## src/rtl/execute_stage.sv

```systemverilog
// Execute stage of the 5-stage RV32I pipeline: ID/EX register, operand forwarding,
// ALU, branch/jump resolution and EX/MEM register.
module execute_stage #(
  parameter int unsigned XLEN = 32
) (
  input  logic            clk,
  input  logic            reset,
  input  logic            StallE,
  input  logic            FlushE,
  input  logic            RegWriteD,
  input  logic            MemWriteD,
  input  logic            JumpD,
  input  logic            BranchD,
  input  logic            ALUSrcD,
  input  logic [1:0]      ResultSrcD,
  input  logic [3:0]      ALUControlD,
  input  logic [2:0]      funct3D,
  input  logic [XLEN-1:0] RD1D,
  input  logic [XLEN-1:0] RD2D,
  input  logic [XLEN-1:0] PCD,
  input  logic [XLEN-1:0] PCPlus4D,
  input  logic [XLEN-1:0] ImmExtD,
  input  logic [4:0]      Rs1D,
  input  logic [4:0]      Rs2D,
  input  logic [4:0]      RdD,
  input  logic [1:0]      ForwardAE,
  input  logic [1:0]      ForwardBE,
  input  logic [XLEN-1:0] ResultW,
  output logic [4:0]      Rs1E,
  output logic [4:0]      Rs2E,
  output logic [4:0]      RdE,
  output logic [1:0]      ResultSrcE,
  output logic            PCSrcE,
  output logic [XLEN-1:0] PCTargetE,
  output logic            RegWriteM,
  output logic            MemWriteM,
  output logic [1:0]      ResultSrcM,
  output logic [XLEN-1:0] ALUResultM,
  output logic [XLEN-1:0] WriteDataM,
  output logic [XLEN-1:0] PCPlus4M,
  output logic [4:0]      RdM,
  output logic [2:0]      funct3M
);

  localparam int unsigned ShW = $clog2(XLEN);

  typedef struct packed {
    logic            reg_write;
    logic            mem_write;
    logic            jump;
    logic            branch;
    logic            alu_src;
    logic [1:0]      result_src;
    logic [3:0]      alu_control;
    logic [2:0]      funct3;
    logic [XLEN-1:0] rd1;
    logic [XLEN-1:0] rd2;
    logic [XLEN-1:0] pc;
    logic [XLEN-1:0] pc_plus4;
    logic [XLEN-1:0] imm_ext;
    logic [4:0]      rs1;
    logic [4:0]      rs2;
    logic [4:0]      rd;
  } id_ex_t;

  typedef struct packed {
    logic            reg_write;
    logic            mem_write;
    logic [1:0]      result_src;
    logic [XLEN-1:0] alu_result;
    logic [XLEN-1:0] write_data;
    logic [XLEN-1:0] pc_plus4;
    logic [4:0]      rd;
    logic [2:0]      funct3;
  } ex_mem_t;

  id_ex_t  id_ex_q, id_ex_d;
  ex_mem_t ex_mem_q, ex_mem_d;

  logic [XLEN-1:0] src_a, src_b, write_data, alu_result;
  logic [ShW-1:0]  shamt;
  logic            cond;

  // ID/EX next state: flush beats stall, stall holds, otherwise load from decode
  always_comb begin
    id_ex_d = id_ex_q;
    if (FlushE) begin
      id_ex_d = '0;
    end else if (!StallE) begin
      id_ex_d.reg_write   = RegWriteD;
      id_ex_d.mem_write   = MemWriteD;
      id_ex_d.jump        = JumpD;
      id_ex_d.branch      = BranchD;
      id_ex_d.alu_src     = ALUSrcD;
      id_ex_d.result_src  = ResultSrcD;
      id_ex_d.alu_control = ALUControlD;
      id_ex_d.funct3      = funct3D;
      id_ex_d.rd1         = RD1D;
      id_ex_d.rd2         = RD2D;
      id_ex_d.pc          = PCD;
      id_ex_d.pc_plus4    = PCPlus4D;
      id_ex_d.imm_ext     = ImmExtD;
      id_ex_d.rs1         = Rs1D;
      id_ex_d.rs2         = Rs2D;
      id_ex_d.rd          = RdD;
    end
  end

  // ID/EX register
  always_ff @(posedge clk) begin
    if (reset) id_ex_q <= '0;
    else       id_ex_q <= id_ex_d;
  end

  // Forwarding muxes for both operands and ALU B-source select
  always_comb begin
    unique case (ForwardAE)
      2'b01:   src_a = ResultW;
      2'b10:   src_a = ALUResultM;
      default: src_a = id_ex_q.rd1;
    endcase
    unique case (ForwardBE)
      2'b01:   write_data = ResultW;
      2'b10:   write_data = ALUResultM;
      default: write_data = id_ex_q.rd2;
    endcase
    src_b = id_ex_q.alu_src ? id_ex_q.imm_ext : write_data;
  end

  assign shamt = src_b[ShW-1:0];

  // ALU; undefined control codes produce zero
  always_comb begin
    alu_result = '0;
    case (id_ex_q.alu_control)
      4'b0000: alu_result = src_a + src_b;
      4'b0001: alu_result = src_a - src_b;
      4'b0010: alu_result = src_a & src_b;
      4'b0011: alu_result = src_a | src_b;
      4'b0100: alu_result = src_a ^ src_b;
      4'b0101: alu_result = {{(XLEN-1){1'b0}}, $signed(src_a) < $signed(src_b)};
      4'b0110: alu_result = src_a << shamt;
      4'b0111: alu_result = src_a >> shamt;
      4'b1000: alu_result = $unsigned($signed(src_a) >>> shamt);
      default: alu_result = '0;
    endcase
  end

  // Branch condition on forwarded operands; 010/011 never taken
  always_comb begin
    cond = 1'b0;
    case (id_ex_q.funct3)
      3'b000:  cond = (src_a == src_b);
      3'b001:  cond = (src_a != src_b);
      3'b100:  cond = ($signed(src_a) < $signed(src_b));
      3'b101:  cond = ($signed(src_a) >= $signed(src_b));
      3'b110:  cond = (src_a < src_b);
      3'b111:  cond = (src_a >= src_b);
      default: cond = 1'b0;
    endcase
  end

  assign PCSrcE    = id_ex_q.jump | (id_ex_q.branch & cond);
  assign PCTargetE = id_ex_q.pc + id_ex_q.imm_ext;

  // EX/MEM next state: a stalled E instruction is held, so send a bubble instead
  always_comb begin
    ex_mem_d = '0;
    if (!StallE) begin
      ex_mem_d.reg_write  = id_ex_q.reg_write;
      ex_mem_d.mem_write  = id_ex_q.mem_write;
      ex_mem_d.result_src = id_ex_q.result_src;
      ex_mem_d.alu_result = alu_result;
      ex_mem_d.write_data = write_data;
      ex_mem_d.pc_plus4   = id_ex_q.pc_plus4;
      ex_mem_d.rd         = id_ex_q.rd;
      ex_mem_d.funct3     = id_ex_q.funct3;
    end
  end

  // EX/MEM register
  always_ff @(posedge clk) begin
    if (reset) ex_mem_q <= '0;
    else       ex_mem_q <= ex_mem_d;
  end

  assign Rs1E       = id_ex_q.rs1;
  assign Rs2E       = id_ex_q.rs2;
  assign RdE        = id_ex_q.rd;
  assign ResultSrcE = id_ex_q.result_src;
  assign RegWriteM  = ex_mem_q.reg_write;
  assign MemWriteM  = ex_mem_q.mem_write;
  assign ResultSrcM = ex_mem_q.result_src;
  assign ALUResultM = ex_mem_q.alu_result;
  assign WriteDataM = ex_mem_q.write_data;
  assign PCPlus4M   = ex_mem_q.pc_plus4;
  assign RdM        = ex_mem_q.rd;
  assign funct3M    = ex_mem_q.funct3;

endmodule

```

## config.mk

```make
export PLATFORM = sky130hd
export DESIGN_NAME = execute_stage
export DESIGN_NICKNAME = d
export VERILOG_FILES = /design/src/rtl/execute_stage.sv
export SDC_FILE = /design/constraint.sdc
export NUM_CORES = 1
export LEC_CHECK = 0
export BUFFER_PORTS_ARGS = -buffer_cell sky130_fd_sc_hd__buf_4
export CAP_MARGIN = 20
export CORE_ASPECT_RATIO = 2
export CORE_MARGIN = 4
export CORE_UTILIZATION = 45
export DETAILED_ROUTE_END_ITERATION = 8
export PLACE_DENSITY = 0.72
export SLEW_MARGIN = 10
export SYNTH_ARGS = -nofsm -noshare
export SYNTH_HDL_FRONTEND = slang
export SYNTH_SLANG_ARGS = --single-unit
export TNS_END_PERCENT = 10
```

## constraint.sdc

```tcl
create_clock -name clk -period 16.4 [get_ports clk]
set_input_delay 3.28 -clock clk [delete_from_list [all_inputs] [get_ports clk]]
set_output_delay 3.28 -clock clk [all_outputs]
set_load 0.01 [all_outputs]
```

Yosys cells after proc, flatten, opt, wreduce, memory -nomap -nowiden

Index checks and enable logic that the tools add are counted.

Bits of input ports: 229
Register bits after elaboration: 297
Output and inout port bits: 158
Logic and storage cells: 67

Muxes and demuxes: 5
Equality and inequality tests: 19
Reductions and logical operators: 4
Add/sub/neg operators: 3
Magnitude comparators: 4
Shift operators: 3
Bitwise gates (word level): 5

Operators with widths:

| cell                                                 | count |
|---|---|
| one-hot mux 32 bit (9 select lines)                  | 1 |
| one-hot mux 32 bit (2 select lines)                  | 2 |
| adder 32 bit                                         | 2 |
| >= comparator 32 bit                                 | 2 |
| < comparator 32 bit                                  | 2 |
| AND 32 bit                                           | 1 |
| equality test 32 bit                                 | 1 |
| 2-to-1 mux 32 bit                                    | 1 |
| != test 32 bit                                       | 1 |
| OR 32 bit                                            | 1 |
| left shift 32 x 5 -> 32 bit                          | 1 |
| right shift 32 x 5 -> 32 bit                         | 1 |
| >>> shifter 32 x 5 -> 32 bit                         | 1 |
| subtractor 32 bit                                    | 1 |
| XOR 32 bit                                           | 1 |
| equality test 4 x 3 -> 1 bit (second input constant) | 4 |
| equality test 3 bit (second input constant)          | 4 |
| equality test 4 x 2 -> 1 bit (second input constant) | 2 |
| one-hot mux 1 bit (6 select lines)                   | 1 |
| equality test 2 x 1 -> 1 bit (second input constant) | 2 |
| equality test 2 bit (second input constant)          | 2 |
| equality test 4 x 1 -> 1 bit (second input constant) | 1 |
| equality test 4 bit (second input constant)          | 1 |
| logical NOT 4 bit                                    | 1 |
| other kinds (5)                                      | 6 |

Longest topological paths before layout

Depth after elaboration: 7
Mapped depth: 21
Depth with buffers taken out: 17

Worst setup path after synthesis

Ideal clock, no wire load.

Path kind: input -> output
From: in ForwardBE[0]
To: out PCSrcE
Cell stages on the path: 19
Path slack: 6.070 ns
Buffers on the path: 5
Data arrival time: 7.050 ns
Cells stage by stage: inv_1 > ha_1 > buf_6 > nor3b_2 > a221o_1 > buf_6 > buf_2 > buf_2 > buf_2 > ha_1 > nor2b_1 > o2111ai_1 > a21oi_2 > o211ai_1 > a311o_1 > a211oi_4 > or4_1 > o211ai_1 > a41oi_2

Cells in the longest elaborated chain, start to end: 7
Elaborated cells on any way between the ends: 13
Classes of those cells: 4 x order compare; 4 x eq/ne; 3 x mux; 2 x bitwise

RTL lines:

| item                                                                       | line | source |
|---|---|---|
| start, declared                                                            | 27   | `input logic [1:0] ForwardBE,` |
| equality test 2 bit / equality test 2 x 1 -> 1 bit (equally long branches) | 122  | `unique case (ForwardBE)` |
| one-hot mux 32 bit (2 select lines) (*)                                    | 122  |  |
| 2-to-1 mux 32 bit (*)                                                      | 127  | `src_b = id_ex_q.alu_src ? id_ex_q.imm_ext : write_data;` |
| >= comparator 32 bit (tied with other cells)                               | 158  | `3'b111: cond = (src_a >= src_b);` |
| one-hot mux 1 bit (6 select lines) (*)                                     | 152  | `case (id_ex_q.funct3)` |
| AND 1 bit (*)                                                              | 163  | `assign PCSrcE = id_ex_q.jump \| (id_ex_q.branch & cond);` |
| OR 1 bit (*)                                                               | 163  |  |
| end, declared                                                              | 33   | `output logic PCSrcE,` |

Every way passes the cells marked *; elsewhere a longest branch is shown, timed or not.

Final worst setup path

From: in ForwardAE[0]
To: out PCSrcE

Cells in the longest elaborated chain, start to end: 6
Elaborated cells on any way between the ends: 12
Classes of those cells: 4 x order compare; 4 x eq/ne; 2 x mux; 2 x bitwise

RTL lines:

| item                                                                       | line | source |
|---|---|---|
| start, declared                                                            | 26   | `input logic [1:0] ForwardAE,` |
| equality test 2 bit / equality test 2 x 1 -> 1 bit (equally long branches) | 117  | `unique case (ForwardAE)` |
| one-hot mux 32 bit (2 select lines) (*)                                    | 117  |  |
| >= comparator 32 bit (tied with other cells)                               | 158  |  |
| one-hot mux 1 bit (6 select lines) (*)                                     | 152  |  |
| AND 1 bit (*)                                                              | 163  |  |
| OR 1 bit (*)                                                               | 163  |  |

Marked as above.

==> results.yml <==
sta:
  setup_viol: 0
  grt_setup_unrepaired: "no"
  fin_ws_ns: 4.50
  final_period_minus_worst_setup_slack_ns: 11.90
  hold_violations: 0
  final-max-slew-violation-count: 0
  worst_slew_pin_slew_ns: 1.17
  fin_skew_ns: 0.0489
  fin_setup_tns_ns: 0
  max-slew-margin-rel_pct: 19.8
  final_min_period_over_clock_period_pct: 72.6
  maxClockFrequency_mhz: 84.0
placed_design:
  dp_slack_ns: 4.67
  dpl-instance-area_sq_um: 24400
  final_wtd_congestion: 1.08
  place.port_buffers: 386
  dpl.hpwl_mm: 85.9
  inst_count_dp: 3512
worst_setup_path:
  r2r_cells: 16
  critical-path-max-stage-delay_ns: 0.56
  worst-path-max-fanout: 46
  cpMostUsedCell: "sky130_fd_sc_hd__buf_4"
  worst_r2r_dst: "ALUResultM[22]"
  reg2reg_slack_ns: 10.79
  startpoint_of_the_worst_slack_reg_to_reg_timing_path: "id_ex_q[184]"
  setup.worst_path.end_class: "output pin"
  arrival_ns: 8.62
  worstPathCellList: "buf_4, inv_1, ha_1, buf_4, inv_2, o21ai_1, inv_1, ha_1, clkinv_1, a21oi_1, o311ai_0, o211ai_1, a311o_1, a211oi_4, or4_1, o211ai_1, a41oi_2, buf_4"
  crit_path_start: "ForwardAE[0]"
  critical_path_required_ns: 13.12
  endpoint: "PCSrcE"
  worst-setup-path-type: "in2out"
  critical-path-slowest-cell: "sky130_fd_sc_hd__o21ai_1"
  setup.worst_path.start_class: "input port"
power:
  worst_ir_drop_vdd_mv: 0.107
  power_per_cell_area_nw_per_um2: 98.0
  cellLeakagePower_nw: 11.6
layout:
  finish.cell_count_without_fillers: 3570
  final_design_area_no_fill_sq_um: 25500
  areaGrowthSynthToFinish_pct: 19.8
  total_number_of_nets_in_the_final_design: 3284
  drive_gt1_share_pct: 18.7
clock_tree:
  tritoncts_clock_tree: "built"
  clk-insertion-delay-late_ns: 0.63
  cts-htree-levels: 1
  clkTransAtPathRegs_ns: 0.07
  post_cts.repair.setup_buffers: 0
  cts_inserted_buffers: 29
  ctsResizeCount: 0
  clkSinkCount: 297
  max-clock-path-buffers: 3
  clock-root-buffer: "sky130_fd_sc_hd__clkbuf_16"
  hold_buffers: 0
global_route:
  first_global_vias: 23200
  maximum_number_of_pins_on_one_net_before_global_route_repair: 96
  grt_pass1_wl_mm: 157
  grt_util_all_layers_pct: 41.4
  antenna_violations_before_repair: 4
  grt_overflow: 0
floorplanning:
  ioPinCount: 387
  area_of_the_die_sq_um: 51000
  die_height_um: 315
  fp.coreArea_sq_um: 46700
  core.rowCount: 112
  floorplan.die.width_um: 162
  floorplan.initialDensity_pct: 45.6
run:
  max-cap-violations: 0
route:
  route.vias.total: 22700
  ant_nets: 0
  drt_pass1_iterations: 6
  via_per_inst: 6.35
  totalWireLength_mm: 109
  route.detailed.drc: 0
  drt_first_iter_violations: 2440
  avgRoutedWirePerCell_um: 30.6
logic_synthesis:
  syn-instance-count: 2648
  share_of_the_yosys_chip_area_belonging_to_registers_pct: 28.0
  synthesis.area_per_instance_sq_um: 8.03
  synth_cell_types: 89
  synth.net_count: 3012
  synthArstFlopShare_pct: 0
  synth-edff-count: 0
  yosys_register_bits: 297
  synth.yosys.warnings: 0
  netlist_area_sq_um: 21300
  ys_dominant_reg_cell: "sky130_fd_sc_hd__dfxtp_1"
min_path:
  worst_hold_path_type: "reg2reg"
run_status:
  status: "completed"
[report_power, final]
part	leakage, nW	internal, mW	switching (mW)
Clock	0.502	0.407	0.323
Combinational	8.65	0.335	0.649
Sequential	2.42	0.751	0.0313
[synthesized netlist by cell type (30+ instances only)]
master / instances / area [sq um]
sky130_fd_sc_hd__a221o_1: 58 / 581
sky130_fd_sc_hd__clkbuf_1: 101 / 379
sky130_fd_sc_hd__nor2_1: 408 / 1530
sky130_fd_sc_hd__dfxtp_1: 297 / 5950
sky130_fd_sc_hd__and2_1: 50 / 313
sky130_fd_sc_hd__inv_1: 110 / 413
sky130_fd_sc_hd__nand2_1: 162 / 608
sky130_fd_sc_hd__nand3_1: 30 / 150
sky130_fd_sc_hd__mux2i_1: 322 / 3220
sky130_fd_sc_hd__o21ai_1: 41 / 205
sky130_fd_sc_hd__buf_2: 41 / 205
sky130_fd_sc_hd__xnor2_1: 33 / 289
sky130_fd_sc_hd__a31oi_1: 30 / 188
sky130_fd_sc_hd__ha_1: 132 / 1650
sky130_fd_sc_hd__nor3_1: 32 / 160
sky130_fd_sc_hd__a211oi_1: 37 / 278
sky130_fd_sc_hd__o21ai_0: 154 / 771
sky130_fd_sc_hd__a21oi_1: 151 / 756
[through the flow]
step | util, % | hold WS, ns | total power [mW]
after floorplan | - | 0.430 | 1.37
after global placement | 52.3 | 0.436 | 1.73
after detailed placement | 52.3 | 0.445 | 1.73
after CTS | 54.5 | 0.438 | 2.45
after global routing | 54.6 | 0.463 | 2.57
final | 54.6 | 0.444 | 2.50
[area by class of cell]
type                            instances  area (sq um)
Antenna cell                            2          5.00
Clock buffer                           38           830
Clock inverter                         14           184
Inverter                              120           458
Timing Repair Buffer                  443          3330
Multi-Input combinational cell       2029         13900
Sequential cell                       297          5950
Tap cell                              627           785
Fill cell                            4365         21200
[flip-flops by register name, indices dropped and copies added, names as in the netlist, 3 cells and up]
register,cells
id_ex_q,172
RdE,5
Rs2E,5
RdM,5
PCPlus4M,32
WriteDataM,32
funct3M,3
ALUResultM,32
Rs1E,5
[logic make-up after synthesis]
family	count (synthesis)	share of synthesized area, %
flip-flops	297	28.0
AND/OR/NAND/NOR	787	16.4
AO/OA/AOI/OAI	727	23.0
adder cells (fa/ha/maj)	135	8.05
buffers and inverters	322	6.72
XOR/XNOR	43	1.77
multiplexers	337	16.1
[critical path, delay by kind of cell]
| kind | cells | cell delay, ns |
|---|---|---|
| AND/OR/NAND/NOR | 1 | 0.53 |
| AO/OA/AOI/OAI | 8 | 2.40 |
| buffers and inverters | 7 | 1.61 |
| adder cells (fa/ha/maj) | 2 | 0.77 |
[worst min-delay path by stage]
stage                 start            to  cells past startpoint
6_report        id_ex_q[49]   PCPlus4M[2]                      1
4_1_cts         id_ex_q[49]   PCPlus4M[2]                      1
2_1_floorplan  id_ex_q[187]     MemWriteM                      1
3_3_place_gp    id_ex_q[78]  PCPlus4M[31]                      1
5_1_grt         id_ex_q[49]   PCPlus4M[2]                      1
3_5_place_dp    id_ex_q[70]  PCPlus4M[23]                      1
[cells in the final DEF (no fill, tap or decap), types with 10 or more instances in the layout]
cell type	instances
sky130_fd_sc_hd__buf_4	442
sky130_fd_sc_hd__nor2_1	407
sky130_fd_sc_hd__mux2i_1	322
sky130_fd_sc_hd__dfxtp_1	296
sky130_fd_sc_hd__nand2_1	161
sky130_fd_sc_hd__o21ai_0	153
sky130_fd_sc_hd__a21oi_1	151
sky130_fd_sc_hd__ha_1	132
sky130_fd_sc_hd__inv_1	110
sky130_fd_sc_hd__a221o_1	54
sky130_fd_sc_hd__and2_1	50
sky130_fd_sc_hd__o21ai_1	42
sky130_fd_sc_hd__a211oi_1	37
sky130_fd_sc_hd__xnor2_1	33
sky130_fd_sc_hd__nor3_1	31
sky130_fd_sc_hd__nand3_1	30
sky130_fd_sc_hd__a31oi_1	30
sky130_fd_sc_hd__o211ai_1	29
sky130_fd_sc_hd__clkbuf_16	29
sky130_fd_sc_hd__a22oi_1	25
sky130_fd_sc_hd__a221oi_1	24
sky130_fd_sc_hd__a21o_1	22
sky130_fd_sc_hd__o21a_1	19
sky130_fd_sc_hd__and3_1	19
sky130_fd_sc_hd__o22ai_1	17
sky130_fd_sc_hd__nor2b_1	16
sky130_fd_sc_hd__o21bai_1	15
sky130_fd_sc_hd__nand2b_1	14
sky130_fd_sc_hd__o221ai_1	14
sky130_fd_sc_hd__or3_1	12
sky130_fd_sc_hd__xor2_1	10
[layer usage]
metal / vias to the layer above / GRT usage [%] / wire (um) / part of all wire, %
met5: - / 0 / 26 / 0.024
met1: 10700 / 41.0 / 35000 / 32
met2: 1417 / 71.8 / 53600 / 49
li1: 10100 / - / - / -
met3: 505 / 9.63 / 8870 / 8.1
met4: 4 / 35.9 / 11900 / 11
Note: power is estimated with default switching activity, not from simulation.
